### config.mk
export PLATFORM = sky130hd
export DESIGN_NAME = uart_command_coordinator
export DESIGN_NICKNAME = d
export VERILOG_FILES = /design/src/rtl/uart_command_coordinator.sv
export SDC_FILE = /design/constraint.sdc
export NUM_CORES = 1
export LEC_CHECK = 0
export CORE_MARGIN = 2
export CORE_UTILIZATION = 50
export CTS_CLUSTER_DIAMETER = 200
export CTS_CLUSTER_SIZE = 20
export DETAILED_ROUTE_END_ITERATION = 6
export PLACE_DENSITY = 0.64
export REMOVE_ABC_BUFFERS = 1
export SLEW_MARGIN = 20
export SYNTH_ARGS = -nofsm -noshare
export SYNTH_HDL_FRONTEND = slang
export SYNTH_SLANG_ARGS = --single-unit
### constraint.sdc
create_clock -name clk -period 4 [get_ports clk]
set_input_delay 0.4 -clock clk [delete_from_list [all_inputs] [get_ports clk]]
set_output_delay 0.4 -clock clk [all_outputs]
set_load 0.02 [all_outputs]
### src/rtl/uart_command_coordinator.sv
// Host-command front end: decodes single-letter UART commands with payloads into the LED,
// distance, gate-matrix and gate-length registers, and streams them back on 'C'.
module uart_command_coordinator #(
    parameter int NUMBER_BITS   = 37,
    parameter int NUMBER_BYTES  = 5,
    parameter int DISTANCE_BITS = 40
) (
    input  logic       clk,
    input  logic       reset,
    input  logic [7:0] received_byte,
    input  logic       received_ready,
    output logic [7:0] transmit_byte,
    input  logic       transmit_available,
    output logic       transmit_ready,
    output logic [7:0] green_leds
);
    localparam int WIRE_BITS = 8 * NUMBER_BYTES;
    localparam int LOW_BITS  = 8 * (NUMBER_BYTES - 1);
    localparam int TOP_BITS  = NUMBER_BITS - LOW_BITS;

    localparam logic [2:0] LAST_BYTE  = 3'(NUMBER_BYTES - 1);
    localparam logic [2:0] LAST_NUM   = 3'd7;
    localparam logic [5:0] TX_MTX_END = 6'(8 * NUMBER_BYTES);
    localparam logic [5:0] TX_LAST    = 6'(8 * NUMBER_BYTES + DISTANCE_BITS / 8);

    localparam logic [2:0] IDLE     = 3'd0;
    localparam logic [2:0] GET_LED  = 3'd1;
    localparam logic [2:0] GET_DIST = 3'd2;
    localparam logic [2:0] GET_MTX  = 3'd3;
    localparam logic [2:0] GET_GLEN = 3'd4;
    localparam logic [2:0] SEND     = 3'd5;

    logic [2:0]               state_q, state_d;
    logic [7:0]               leds_q, leds_d;
    logic [DISTANCE_BITS-1:0] dist_q, dist_d;
    logic [7:0]               glen_q, glen_d;
    logic [NUMBER_BITS-1:0]   mtx_q [8];
    logic [NUMBER_BITS-1:0]   mtx_d [8];
    logic [LOW_BITS-1:0]      asm_q, asm_d;
    logic [2:0]               bidx_q, bidx_d;
    logic [2:0]               nidx_q, nidx_d;
    logic [5:0]               txcnt_q, txcnt_d;
    logic [7:0]               txb_q, txb_d;
    logic                     txr_q, txr_d;
    logic                     guard_q, guard_d;

    logic [5:0]             bsel;
    logic [NUMBER_BITS-1:0] rx_elem;
    logic [NUMBER_BITS-1:0] tx_elem;
    logic [WIRE_BITS-1:0]   tx_word;
    logic [7:0]             tx_sel;

    assign bsel    = {bidx_q, 3'b000};
    // Earlier bytes of a number sit in asm_q; the last byte only contributes its low bits.
    assign rx_elem = {received_byte[TOP_BITS-1:0], asm_q};
    assign tx_elem = mtx_q[nidx_q];
    assign tx_word = {{(WIRE_BITS - NUMBER_BITS){tx_elem[NUMBER_BITS-1]}}, tx_elem};

    always_comb begin
        tx_sel = glen_q;
        if (txcnt_q < TX_MTX_END)
            tx_sel = tx_word[bsel +: 8];
        else if (txcnt_q < TX_LAST)
            tx_sel = dist_q[bsel +: 8];
    end

    always_comb begin
        state_d = state_q;
        leds_d  = leds_q;
        dist_d  = dist_q;
        glen_d  = glen_q;
        mtx_d   = mtx_q;
        asm_d   = asm_q;
        bidx_d  = bidx_q;
        nidx_d  = nidx_q;
        txcnt_d = txcnt_q;
        txb_d   = txb_q;
        txr_d   = 1'b0;
        // The cycle after a pulse is a guard cycle: the transmitter's available is stale there.
        guard_d = txr_q;

        case (state_q)
            IDLE: begin
                if (received_ready) begin
                    case (received_byte)
                        8'h4C:   state_d = GET_LED;
                        8'h44:   state_d = GET_DIST;
                        8'h4D:   state_d = GET_MTX;
                        8'h47:   state_d = GET_GLEN;
                        8'h43:   state_d = SEND;
                        default: state_d = IDLE;
                    endcase
                end
            end
            GET_LED: begin
                if (received_ready) begin
                    leds_d  = received_byte;
                    state_d = IDLE;
                end
            end
            GET_DIST: begin
                if (received_ready) begin
                    dist_d[bsel +: 8] = received_byte;
                    if (bidx_q == LAST_BYTE) begin
                        bidx_d  = 3'd0;
                        state_d = IDLE;
                    end else begin
                        bidx_d = bidx_q + 3'd1;
                    end
                end
            end
            GET_MTX: begin
                if (received_ready) begin
                    if (bidx_q == LAST_BYTE) begin
                        mtx_d[nidx_q] = rx_elem;
                        bidx_d        = 3'd0;
                        if (nidx_q == LAST_NUM) begin
                            nidx_d  = 3'd0;
                            state_d = IDLE;
                        end else begin
                            nidx_d = nidx_q + 3'd1;
                        end
                    end else begin
                        asm_d  = {received_byte, asm_q[LOW_BITS-1:8]};
                        bidx_d = bidx_q + 3'd1;
                    end
                end
            end
            GET_GLEN: begin
                if (received_ready) begin
                    glen_d  = received_byte;
                    state_d = IDLE;
                end
            end
            SEND: begin
                if (!txr_q && !guard_q && transmit_available) begin
                    txb_d = tx_sel;
                    txr_d = 1'b1;
                    if (bidx_q == LAST_BYTE) begin
                        bidx_d = 3'd0;
                        if (txcnt_q < TX_MTX_END)
                            nidx_d = nidx_q + 3'd1;
                    end else begin
                        bidx_d = bidx_q + 3'd1;
                    end
                    if (txcnt_q == TX_LAST) begin
                        txcnt_d = 6'd0;
                        bidx_d  = 3'd0;
                        nidx_d  = 3'd0;
                        state_d = IDLE;
                    end else begin
                        txcnt_d = txcnt_q + 6'd1;
                    end
                end
            end
            default: state_d = IDLE;
        endcase
    end

    always_ff @(posedge clk or negedge reset) begin
        if (!reset) begin
            state_q <= IDLE;
            leds_q  <= '0;
            dist_q  <= '0;
            glen_q  <= '0;
            for (int i = 0; i < 8; i++) mtx_q[i] <= '0;
            asm_q   <= '0;
            bidx_q  <= '0;
            nidx_q  <= '0;
            txcnt_q <= '0;
            txb_q   <= '0;
            txr_q   <= 1'b0;
            guard_q <= 1'b0;
        end else begin
            state_q <= state_d;
            leds_q  <= leds_d;
            dist_q  <= dist_d;
            glen_q  <= glen_d;
            mtx_q   <= mtx_d;
            asm_q   <= asm_d;
            bidx_q  <= bidx_d;
            nidx_q  <= nidx_d;
            txcnt_q <= txcnt_d;
            txb_q   <= txb_d;
            txr_q   <= txr_d;
            guard_q <= guard_d;
        end
    end

    assign transmit_byte  = txb_q;
    assign transmit_ready = txr_q;
    assign green_leds     = leds_q;
endmodule

==> impl_metrics.tcl, run 1 <==
set metrics [dict create \
    syn_to_final_growth_pct 6.94 \
    final_nets 1404 \
    cts.path.max_buffers 3 \
    cts_sinks 409 \
    yosysMostFrequentCell "dfrtp_1" \
    antenna_left 0 \
    critPathMaxFanout 32 \
    power_uw 7190 \
    crit_start "nidx_q[0]" \
    max-cap-violations 0 \
    min_delay_path_depth 0 \
    yosysTopAreaCellShare 0.536 \
    netlist_top_cells_count "dfrtp_1, mux2_2, nand2_1, mux2i_1, o21ai_0" \
    cp.required_ns 4.41 \
    path_class "reg -> reg" \
    path_clk_slew_ns 0.09 \
    fin_crit_sh 0.785 \
    synth_seq_area_share 0.536 \
    dpl.hpwl_mm 29.2 \
    clkLatencyLatePin_ns 0.56 \
    drive_gt1_frac 0.379 \
    antenna_found_initial 1 \
    vdd_drop_max_mv 0.341 \
    fp.dieW_um 199 \
    gr-usage-all-layers 0.241 \
    ioPinCount 29 \
    cts_tree "built" \
    numPortBuffers 28 \
    maxSlewHeadroom 0.123 \
    route.detailed.drc 0 \
    grt-ovfl-total 0 \
    cp-endpoint "transmit_byte[3]" \
    synth_top_area_cell "dfrtp_1" \
    final_cells 1890 \
    die-area_mm2 0.0398 \
    clockRootBuffer "clkbuf_16" \
    cts_resized 0 \
    initial_core_util 0.507 \
    core.rowCount 71 \
    max_clock_freq_mhz 318 \
    die_h_um 199 \
    yosys-top-cells-area "dfrtp_1, mux2_2, mux4_2" \
    vias_per_cell 6.08 \
    dr.pass1.iters 5 \
    cp_cell_sequence "buf_4 > mux2_2 > a221oi_1 > nor3_1 > o311ai_0 > o21ai_0" \
    worst_clock_skew_ns 0.0274 \
    ys_seq_elements 409 \
    outcome "finished clean" \
    hold_viol 0 \
    gp_congestion 0.792 \
    tns_ns 0 \
    place_ws_ns 0.912 \
    diodes 0 \
    timing.rr.end "transmit_byte[3]" \
    rsz0062_at_grt "no" \
    cp_slowest_cell "dfrtp_4" \
    ff2ff_path_depth 6 \
    ys.flop_type "dfrtp_1" \
    num_vias 11500 \
    fill_cells 3184 \
    numCtsBuffers 24 \
    final_max_slew_viol_count 0 \
    first_global_vias 11600 \
    synthesis.area_mm2 0.0191 \
    yosys.cell_types.count 74 \
    setup_ws_ns 0.859 \
    worstReg2RegStart "nidx_q[0]" \
    finalCriticalPeriod_ns 3.14 \
    cellPowerDensity_mw_per_mm2 352 \
    drt_wl_total_mm 46.2 \
    endpoint_kind "flip-flop" \
    cpPeakStageDelay_ns 0.77 \
    worstMarginPinSlew_ns 1.31 \
    async_flop_share 1.00 \
    cts_setup_buffers 0 \
    ctsHtreeMaxLevel 1 \
    postLayoutCoreUtil 0.542 \
    ys.warnings.count 0 \
    numPlacedInstances 1862 \
    crit_arrival_ns 3.55 \
    syn_inst 1391 \
    drt_iter0_markers 659 \
    setup_viol 0 \
    synth_enable_flop_cells 0 \
    r2r_slack_ns 0.86 \
    p_leak_uw 0.00956 \
    hp-class "reg -> reg" \
    grt_max_degree 109 \
    syn_area_per_cell_um2 13.7 \
    grt_pass1_wl_mm 72.3 \
    wl_per_cell_um 24.4 \
    start_kind "flip-flop" \
    design.core.area_mm2 0.0377 \
]
[routing by layer]
layer | part of all wire | vias to the layer above | track usage
met5 | 0.00017 | - | 0
met1 | 0.47 | 6121 | 0.348
li1 | - | 5067 | -
met4 | 0.023 | 2 | 0.0568
met3 | 0.046 | 60 | 0.0368
met2 | 0.46 | 244 | 0.385
[cell families after synthesis]
family | synth area share
AOI/OAI and AO/OA | 0.0654
xor gates and xnor gates | 0.00229
adders and majority gates | 0.00918
buffers and inverters | 0.0364
DFF | 0.536
muxes | 0.298
and+or+nand+nor | 0.0530
[timing repair]
item                                    in CTS  in global routing
hold buffers                                 1                  0
endpoints found under the setup margin       0                  0
endpoints found under the hold margin      102                  0
[how the worst min path moves through the flow]
stage / slack, ns / to / start
final: 0.41 / guard_q / transmit_ready
after global placement: 0.39 / guard_q / transmit_ready
after global routing: 0.43 / guard_q / transmit_ready
after floorplan: 0.10 / asm_q[0] / reset
after detailed placement: 0.40 / guard_q / transmit_ready
after CTS: 0.41 / guard_q / transmit_ready
[area by class of cell]
class,instances,area (µm²),area share
Multi-Input combinational cell,861,8180,0.401
Tap cell,511,639,0.0313
Clock buffer,26,629,0.0308
Clock inverter,1,16.3,0.000797
Inverter,12,45.0,0.00221
Timing Repair Buffer,70,666,0.0326
Sequential cell,409,10200,0.502
[worst max-delay path: cells and delay by family, from the launching register on]
family	cells	cell delay, ns
muxes	1	0.40
and+or+nand+nor	1	0.10
AOI/OAI and AO/OA	3	1.17
buffers and inverters	1	0.54
DFF	1	0.77
[sequential cells by signal, summed over array words and instances, names as in the netlist]
name and count:
asm_q 32, bidx_q 3, dist_q 40, glen_q 8, green_leds 8, guard_q 1, mtx_q 296, nidx_q 3
state_q 3, transmit_byte 8, transmit_ready 1, txcnt_q 6
[cell usage in the layout, fill, tap and decap left out, drive strengths merged, types with 4 or more instances in the layout]
cell type        n
a211o            4
a211oi           7
a21oi           28
a221oi          18
a22o             9
a22oi           16
a31oi            5
a32oi            6
and3             6
buf             42
clkbuf          26
clkdlybuf4s50   27
dfrtp          409
ha              14
inv             10
mux2           398
mux2i           48
mux4            32
nand2           79
nand2b           7
nand3           13
nand4            5
nor2            28
nor2b            5
nor3            11
nor3b            5
o211ai           9
o21ai           36
o221ai           5
o2bb2ai          4
o311ai           6
o31ai            8
[power by group]
part / leakage, µW / total, µW / internal, µW / switching (µW)
logic: 0.00358 / 549 / 179 / 371
registers: 0.00566 / 4190 / 4170 / 24.9
clock network: 0.000316 / 2450 / 1120 / 1330
[metrics by stage]
stage | cell area, µm² | hold WS (ns)
after floorplan | 18400 | 0.104
after global placement | 19800 | 0.388
after detailed placement | 19800 | 0.395
after global routing | 20400 | 0.426
final | 20400 | 0.408
after CTS | 20400 | 0.414
Power figures use the tool's default switching activity.
==> inputs of run 2 (changes only) <==
==> constraint.sdc (replaced) <==
create_clock -name clk -period 3.1 [get_ports clk]
set_input_delay 0.31 -clock clk [delete_from_list [all_inputs] [get_ports clk]]
set_output_delay 0.31 -clock clk [all_outputs]
set_load 0.02 [all_outputs]
==> run 2 against run 1 <==
Against the previous run:
- sequential cell count unchanged
- critical path depth unchanged
- cell area up 0.87%
- die area unchanged
- register-to-register slack worse by 0.64 ns
- clock skew up 0.0034 ns
- wire length up 0.21%
- setup slack worse by 0.64 ns
==> impl_metrics.tcl, run 2 (synthesis gave the netlist of run 1 again) <==
set metrics [dict create \
    outcome "finished clean" \
    reg_top3 "mtx_q x296, dist_q x40, asm_q x32" \
    layout_commonest_cell "dfrtp_1" \
    cpPeakStageDelay_ns 0.78 \
    syn_to_final_growth_pct 7.87 \
    first_global_vias 11800 \
    worst_clock_skew_ns 0.0308 \
    fp.dieW_um 199 \
    largest-register "mtx_q" \
    num_vias 11500 \
    final_cell_mix "dfrtp_1, mux2_2, nand2_1" \
    drt_wl_total_mm 46.3 \
    post_dp_cell_area_mm2 0.0199 \
    grt_pass1_wl_mm 72.9 \
    cp_slowest_cell "o311ai_0" \
    gp_congestion 0.813 \
    hp-class "in -> async" \
    vdd_drop_max_mv 0.362 \
    gr-usage-all-layers 0.242 \
    finalCriticalPeriod_ns 2.88 \
    cpLargestDelayFamily "compound AO/OA/AOI/OAI gates" \
    largest_register_ffs 296 \
    final_nets 1421 \
    hold_viol 0 \
    dr.pass1.iters 4 \
    cts_tree "built" \
    endpoint_kind "flip-flop" \
    diodes 0 \
    initial_core_util 0.507 \
    numPortBuffers 28 \
    fin_crit_sh 0.930 \
    wl_per_cell_um 24.3 \
    numCtsBuffers 24 \
    cellPowerDensity_mw_per_mm2 452 \
    drt_iter0_markers 648 \
    start_kind "flip-flop" \
    max_clock_freq_mhz 347 \
    setup_viol 0 \
    maxSlewHeadroom 0.363 \
    drive_gt1_frac 0.387 \
    critPathMaxFanout 32 \
    multi_input_area_mm2 0.00818 \
    worstMarginPinSlew_ns 0.944 \
    grt_max_degree 86 \
    fill_cells 3228 \
    final_cell_area_mm2 0.0206 \
    ioPinCount 29 \
    clockRootBuffer "clkbuf_16" \
    die_h_um 199 \
    p_leak_uw 0.00966 \
    route.detailed.drc 0 \
    vias_per_cell 6.01 \
    core.rowCount 71 \
    antenna_found_initial 0 \
    path_class "reg -> reg" \
    path_clk_slew_ns 0.10 \
    die-area_mm2 0.0398 \
    cp.required_ns 3.50 \
    cts_sinks 409 \
    seq_area_mm2 0.0102 \
    path_buf_inv 1 \
    cts.path.max_buffers 3 \
    tns_ns 0 \
    power_uw 9320 \
    ctsHtreeMaxLevel 1 \
    antenna_left 0 \
    final_max_slew_viol_count 0 \
    max-cap-violations 0 \
    design.core.area_mm2 0.0377 \
    cp_cell_sequence "buf_4 > mux2_2 > a22oi_1 > nor2_1 > o311ai_0 > o21ai_0" \
    dpl.hpwl_mm 29.6 \
    rsz0062_at_grt "no" \
    clkLatencyLatePin_ns 0.56 \
    grt-ovfl-total 0 \
    crit_arrival_ns 3.29 \
]
## run 2: cell count changes in the layout (fill, tap and decap cells not counted)
cell,change
buf_4,+13
buf_12,+4
## run 2: worst reg2reg max path: cells and delay by family (launching register included)
family          cells  cell delay, ns
compound gates      3            1.16
simple gates        1            0.05
mux                 1            0.41
flops               1            0.61
buf+inv             1            0.52
## run 2: metrics by stage
stage | setup WS, ns | std cells | hold slack (ns) | utilization
after global placement | 0.201 | 1879 | 0.319 | 0.529
after detailed placement | 0.204 | 1879 | 0.320 | 0.529
after global routing | 0.0135 | 1907 | 0.345 | 0.547
after CTS | 0.191 | 1907 | 0.321 | 0.547
after floorplan | -2.62 | 1282 | 0.0144 | -
final | 0.217 | 1907 | 0.308 | 0.547
## run 2: final cells by class
type	count	area share
tap	511	0.0310
clock inverter	1	0.000790
timing repair buffer	87	0.0409
inverter	12	0.00219
multi-input combinational	861	0.397
sequential	409	0.497
clock buffer	26	0.0306
## run 2: path summary, 6_finish.rpt
| check | start | endpoint | slack [ns] | cells past startpoint |
|---|---|---|---|---|
| max | nidx_q[0] | transmit_byte[0] | 0.22 | 6 |
| min | reset | dist_q[0] | 0.31 | 2 |
| max reg2reg | nidx_q[0] | transmit_byte[0] | 0.22 | 6 |
| min reg2reg | transmit_ready | guard_q | 0.42 | 0 |
| max in group asynchronous | reset | mtx_q[82] | 1.88 | 3 |
| min in group clk | transmit_ready | guard_q | 0.42 | 0 |
## run 2: timing repair
| action | in CTS | in global routing |
|---|---|---|
| setup buffers | 0 | 0 |
| hold buffers | 1 | 0 |
| gates resized for setup | 0 | 0 |
| hold endpoints to repair | 60 | 0 |
## run 2: power by group
part | internal (µW) | switching (µW)
logic | 242 | 465
clock network | 1450 | 1740
registers | 5380 | 42.5
total | 7060 | 2250
## run 2: layer usage
| metal | part of all wire | global-route usage |
|---|---|---|
| met2 | 0.46 | 0.378 |
| met5 | 0 | 0 |
| met4 | 0.025 | 0.0631 |
| met1 | 0.47 | 0.360 |
| met3 | 0.043 | 0.0270 |
==> inputs of run 3 (changes only) <==
--- a/config.mk
+++ b/config.mk
@@ -5,6 +5,8 @@
 export SDC_FILE = /design/constraint.sdc
 export NUM_CORES = 1
 export LEC_CHECK = 0
+export ABC_CLOCK_PERIOD_IN_PS = 3100
+export CAP_MARGIN = 20
 export CORE_MARGIN = 2
 export CORE_UTILIZATION = 50
 export CTS_CLUSTER_DIAMETER = 200
==> results of run 3 <==
Same layout as run 2: the final DEF is identical, and so are final timing and power.
